File: src/rtl/axi_lite_mem_slave.sv
// axi_lite_mem_slave: AXI4-Lite responder over a word-addressed array, independent write/read FSMs.
// Define AXI_MEM_SLVERR_EN to answer SLVERR for word indices >= DEPTH instead of wrapping modulo DEPTH.
module axi_lite_mem_slave #(
  parameter int DATA_WIDTH = 32,
  parameter int ADDR_WIDTH = 8,
  parameter int DEPTH      = 64
) (
  input  logic                    s0_axi_aclk,
  input  logic                    s0_axi_aresetn,
  input  logic [ADDR_WIDTH-1:0]   s0_axi_awaddr,
  input  logic                    s0_axi_awvalid,
  output logic                    s0_axi_awready,
  input  logic [DATA_WIDTH-1:0]   s0_axi_wdata,
  input  logic [DATA_WIDTH/8-1:0] s0_axi_wstrb,
  input  logic                    s0_axi_wvalid,
  output logic                    s0_axi_wready,
  output logic [1:0]              s0_axi_bresp,
  output logic                    s0_axi_bvalid,
  input  logic                    s0_axi_bready,
  input  logic [ADDR_WIDTH-1:0]   s0_axi_araddr,
  input  logic                    s0_axi_arvalid,
  output logic                    s0_axi_arready,
  output logic [DATA_WIDTH-1:0]   s0_axi_rdata,
  output logic [1:0]              s0_axi_rresp,
  output logic                    s0_axi_rvalid,
  input  logic                    s0_axi_rready
);
  localparam int BW = DATA_WIDTH / 8;
  localparam int SH = $clog2(BW);
  localparam int XW = (DEPTH > 1) ? $clog2(DEPTH) : 1;
`ifdef AXI_MEM_SLVERR_EN
  localparam bit ERR_EN = 1'b1;
`else
  localparam bit ERR_EN = 1'b0;
`endif

  typedef enum logic [1:0] {WR_IDLE, WR_HAVE_ADDR, WR_HAVE_DATA, WR_RESP} wr_state_e;
  typedef enum logic {RD_IDLE, RD_DATA} rd_state_e;

  function automatic logic [31:0] word_of(input logic [ADDR_WIDTH-1:0] a);
    return 32'(a >> SH);
  endfunction

  function automatic logic is_bad(input logic [31:0] w);
    return ERR_EN && (w >= 32'(DEPTH));
  endfunction

  // Out-of-range indices only reach the array when wrapping is enabled, so the modulo is always safe.
  function automatic logic [XW-1:0] slot_of(input logic [31:0] w);
    return XW'(w % 32'(DEPTH));
  endfunction

  logic [DATA_WIDTH-1:0] mem [DEPTH];

  wr_state_e             wr_q, wr_d;
  logic [ADDR_WIDTH-1:0] awaddr_q, c_addr;
  logic [DATA_WIDTH-1:0] wdata_q, c_data, merged;
  logic [BW-1:0]         wstrb_q, c_strb;
  logic                  aw_hs, w_hs, commit, w_bad;
  logic [XW-1:0]         w_slot;

  rd_state_e             rd_q, rd_d;
  logic                  ar_hs, r_bad;
  logic [XW-1:0]         r_slot;

  assign aw_hs  = s0_axi_awvalid && s0_axi_awready;
  assign w_hs   = s0_axi_wvalid && s0_axi_wready;
  assign ar_hs  = s0_axi_arvalid && s0_axi_arready;
  assign commit = (wr_q != WR_RESP) && (wr_d == WR_RESP);
  assign c_addr = (wr_q == WR_HAVE_ADDR) ? awaddr_q : s0_axi_awaddr;
  assign c_data = (wr_q == WR_HAVE_DATA) ? wdata_q : s0_axi_wdata;
  assign c_strb = (wr_q == WR_HAVE_DATA) ? wstrb_q : s0_axi_wstrb;
  assign w_bad  = is_bad(word_of(c_addr));
  assign w_slot = slot_of(word_of(c_addr));
  assign r_bad  = is_bad(word_of(s0_axi_araddr));
  assign r_slot = slot_of(word_of(s0_axi_araddr));

  always_comb begin
    wr_d = wr_q;
    case (wr_q)
      WR_IDLE:      wr_d = (aw_hs && w_hs) ? WR_RESP : aw_hs ? WR_HAVE_ADDR : w_hs ? WR_HAVE_DATA : WR_IDLE;
      WR_HAVE_ADDR: wr_d = w_hs ? WR_RESP : WR_HAVE_ADDR;
      WR_HAVE_DATA: wr_d = aw_hs ? WR_RESP : WR_HAVE_DATA;
      default:      wr_d = (s0_axi_bvalid && s0_axi_bready) ? WR_IDLE : WR_RESP;
    endcase
  end

  always_comb begin
    merged = mem[w_slot];
    for (int b = 0; b < BW; b++)
      merged[8*b +: 8] = c_strb[b] ? c_data[8*b +: 8] : merged[8*b +: 8];
  end

  // Readies are registered from the next state so they never depend combinationally on VALID.
  always_ff @(posedge s0_axi_aclk or negedge s0_axi_aresetn) begin
    if (!s0_axi_aresetn) begin
      wr_q           <= WR_IDLE;
      s0_axi_awready <= 1'b1;
      s0_axi_wready  <= 1'b1;
      s0_axi_bvalid  <= 1'b0;
      s0_axi_bresp   <= 2'b00;
      awaddr_q       <= '0;
      wdata_q        <= '0;
      wstrb_q        <= '0;
    end else begin
      wr_q           <= wr_d;
      s0_axi_awready <= (wr_d == WR_IDLE) || (wr_d == WR_HAVE_DATA);
      s0_axi_wready  <= (wr_d == WR_IDLE) || (wr_d == WR_HAVE_ADDR);
      if (aw_hs) awaddr_q <= s0_axi_awaddr;
      if (w_hs) begin
        wdata_q <= s0_axi_wdata;
        wstrb_q <= s0_axi_wstrb;
      end
      if (commit) begin
        s0_axi_bvalid <= 1'b1;
        s0_axi_bresp  <= w_bad ? 2'b10 : 2'b00;
      end else if (s0_axi_bvalid && s0_axi_bready) begin
        s0_axi_bvalid <= 1'b0;
      end
    end
  end

  always_ff @(posedge s0_axi_aclk or negedge s0_axi_aresetn) begin
    if (!s0_axi_aresetn) begin
      for (int i = 0; i < DEPTH; i++) mem[i] <= '0;
    end else if (commit && !w_bad) begin
      mem[w_slot] <= merged;
    end
  end

  assign rd_d = (rd_q == RD_IDLE) ? (ar_hs ? RD_DATA : RD_IDLE)
                                  : ((s0_axi_rvalid && s0_axi_rready) ? RD_IDLE : RD_DATA);

  // The array read sees the pre-commit word when a write lands on the same edge.
  always_ff @(posedge s0_axi_aclk or negedge s0_axi_aresetn) begin
    if (!s0_axi_aresetn) begin
      rd_q           <= RD_IDLE;
      s0_axi_arready <= 1'b1;
      s0_axi_rvalid  <= 1'b0;
      s0_axi_rdata   <= '0;
      s0_axi_rresp   <= 2'b00;
    end else begin
      rd_q           <= rd_d;
      s0_axi_arready <= (rd_d == RD_IDLE);
      if (ar_hs) begin
        s0_axi_rvalid <= 1'b1;
        s0_axi_rdata  <= r_bad ? '0 : mem[r_slot];
        s0_axi_rresp  <= r_bad ? 2'b10 : 2'b00;
      end else if (s0_axi_rvalid && s0_axi_rready) begin
        s0_axi_rvalid <= 1'b0;
      end
    end
  end
endmodule
File: config.mk
export PLATFORM = sky130hd
export DESIGN_NAME = axi_lite_mem_slave
export DESIGN_NICKNAME = d
export VERILOG_FILES = /design/src/rtl/axi_lite_mem_slave.sv
export SDC_FILE = /design/constraint.sdc
export NUM_CORES = 2
export LEC_CHECK = 0
export CORE_UTILIZATION = 40
export DETAILED_ROUTE_END_ITERATION = 10
export PLACE_DENSITY = 0.56
export SLEW_MARGIN = 10
export SYNTH_ARGS = -nofsm -noshare
export SYNTH_HDL_FRONTEND = slang
export SYNTH_SLANG_ARGS = --single-unit
File: constraint.sdc
create_clock -name s0_axi_aclk -period 3.4 [get_ports s0_axi_aclk]
set_input_delay 1.02 -clock s0_axi_aclk [delete_from_list [all_inputs] [get_ports s0_axi_aclk]]
set_output_delay 1.02 -clock s0_axi_aclk [all_outputs]
set_load 0.01 [all_outputs]
==> results.md <==
* Cell row count at 217
* Area growth syn-to-layout at 21.14%
* Flop pwr share at 31.0%
* Clock Path Buffers at 4
* NetSw at 57.40 mW
* TritonCTS Buffers at 263
* # fillers at 31920
* Drt first pass iters at 9
* Final period utilization at 99.16%
* Seq cells post-synth at 2130
* Min-delay worst type: in -> async
* Post-Layout Cell Count at 19690
* Rel. slew slack at 42.73%
* Vias per inst at 6.437
* Placed Cells at 19220
* Kind of critical path: reg -> out
* Netlist cell types at 49
* Mean area per synthesized cell at 9.646 um^2
* PD cells at 784.6 nW/um^2
* Required time of the critical path at 2380 ps
* Nets at 14950
* Async S/R FF share, synth at 100.0%
* HPWL after detailed placement at 424.4 mm
* Grt ovf at 0
* Initial Utilization at 40.24%
* Int Power at 76.45 mW
* Share of cells above drive strength 1 at 19.73%
* Final Slew Violations at 0
* Core ar. at 350000 um^2
* Tmin final at 3372 ps
* Worst-path maximum fanout at 3
* Outcome: completed
* DRT iter0 DRCs at 15820
* CTS root buf: clkbuf_16
* Clock Sinks at 2130
* Total track usage at 34.38%
* Worst VDD drop at 0.9539 mV
* H-Tree Depth at 5
* Yosys warnings at 0
* # IOs at 100
* Die Ht at 595.4 um
* Vias in the first global route at 120400
* Drt drc at 0
* RSZ-0062 raised after global routing: no
* Commonest non-fill, non-tap cells in the layout: a21oi_1, mux2i_1, dfrtp_1
* DIE AREA at 354400 um^2
* # port buffers at 91
* EDFF count, synth at 0
* Gate Count Post-Synth at 14600
* Count of final setup violators at 0
* Clk_lat worst skew at 940 ps
* Worst Tran Pin Value at 859.1 ps
* Clk slew on worst S/H paths at 70 ps
* Logic pwr share at 46.7%
* WL per Instance at 31.77 um
* Die W at 595.4 um
* Antenna Nets Post-Route at 0
* Post-Syn Area at 140800 um^2
* Largest net degree at the start of global routing at 112
* Initial antenna violation count at 27
* Max Fclk at 0.2966 GHz
* Gpl congestion at 0.9513
* Startpoint Class: flop
* First-pass GRT wire length at 896.6 mm
* Clock skew at 50.04 ps
* Main synth FF type: dfrtp_1
* Net Sw Frac at 42.88%
* Max-cap violations at 0
* Total number of vias at 126800
* Tot Pwr at 133.8 mW
* Clock power share at 22.3%
* WP data arrival at 2350 ps
* Final wirelength at 625.6 mm
* Worst setup EP type: primary output
* TritonCTS clock tree: yes
* Leakage at 65.95 nW
* Setup_tns at 0 ps
* Most common cell after layout, fill and taps aside: a21oi_1
* Hold Fails Final Rpt at 0
* Sequential area share after synthesis at 37.85%
==> sequential cells by signal, summed over array words and instances, names as in the netlist <==
name,count
wdata_q,32
s0_axi_arready,1
rd_q,1
s0_axi_rdata,32
s0_axi_wready,1
mem,2048
s0_axi_bvalid,1
wr_q,2
s0_axi_rvalid,1
awaddr_q,6
s0_axi_awready,1
wstrb_q,4
==> critical path: stages (launching register included) <==
cell,delay [ps]
dfstp_2,530
buf_4,300
clkdlybuf4s50_1,600
==> cell usage after synthesis, drive strengths merged (87+ instances only) <==
library cell | count | share of area, %
o2111ai | 94 | 0.58
nor3 | 744 | 2.6
a21oi | 3165 | 11
clkbuf | 883 | 2.4
nand2b | 1083 | 4.8
dfrtp | 2127 | 38
mux4 | 672 | 11
o21ai | 611 | 2.2
buf | 783 | 3.0
o22ai | 165 | 0.73
nand2 | 1355 | 3.6
mux2i | 2477 | 18
nor2 | 87 | 0.33
==> power groups by stage <==
| stage | Combinational (mW) | Sequential (mW) | Clock (mW) |
|---|---|---|---|
| after global placement | 60.1 | 41.3 | 0 |
| after global routing | 65.5 | 42.6 | 31.0 |
| after floorplan | 37.4 | 39.1 | 0 |
| final | 62.5 | 41.5 | 29.9 |
| after CTS | 61.0 | 41.2 | 30.1 |
| after detailed placement | 60.9 | 41.5 | 0 |
==> layer usage <==
layer  wire [um]  GRT usage (%)
met4       48570          22.29
met2      267100          50.57
met3       64570          8.124
met1      245200          45.29
met5         118              0
==> cells by family after synthesis <==
kind of cell / synth area share, %
multiplexers: 28.97
buffers and inverters: 5.415
AND/OR/NAND/NOR: 11.81
flip-flops: 37.85
other: 0.002663
AO/OA/AOI/OAI: 15.94
==> worst paths after layout <==
path	depth (start not counted)	slack, ps	startpoint	endpoint
min reg2reg	1	490	rd_q	rd_q
min in group s0_axi_aclk	2	420	s0_axi_awaddr[2]	awaddr_q[2]
max	2	30	s0_axi_wready	s0_axi_wready
max reg2reg	10	70	wr_q[1]	mem[264]
min	1	20	s0_axi_aresetn	mem[1738]
max in group asynchronous	2	2150	s0_axi_aresetn	mem[205]
==> repair_timing <==
item | CTS | global route
resized for setup | 0 | 3
hold buffers | 0 | 0
setup buffers | 0 | 5
endpoints found under the setup margin | 0 | 405
==> area by class of cell <==
type	instances	area, um^2	area share, %
Tap cell	4599	5754	3.373
Clock inverter	90	1220	0.7151
Sequential cell	2130	53310	31.25
Inverter	5	18.77	0.01100
Timing Repair Buffer	1686	21810	12.78
Multi-Input combinational cell	10800	80780	47.35
Antenna cell	15	37.54	0.02200
Clock buffer	364	7671	4.497
==> per-stage QoR <==
step | utilization [%] | hold WS, ps | instance area (um^2) | setup slack [ps]
2_1_floorplan | - | 457.4 | 141100 | 26.53
3_3_place_gp | 46.18 | 486.7 | 161600 | -681.8
3_5_place_dp | 46.18 | 492.6 | 161600 | -655.0
4_1_cts | 48.72 | 6.774 | 170500 | 5.559
5_1_grt | 48.74 | 22.27 | 170600 | 4.833
6_report | 48.75 | 21.63 | 170600 | 28.49
(Power assumes the default switching activity.)
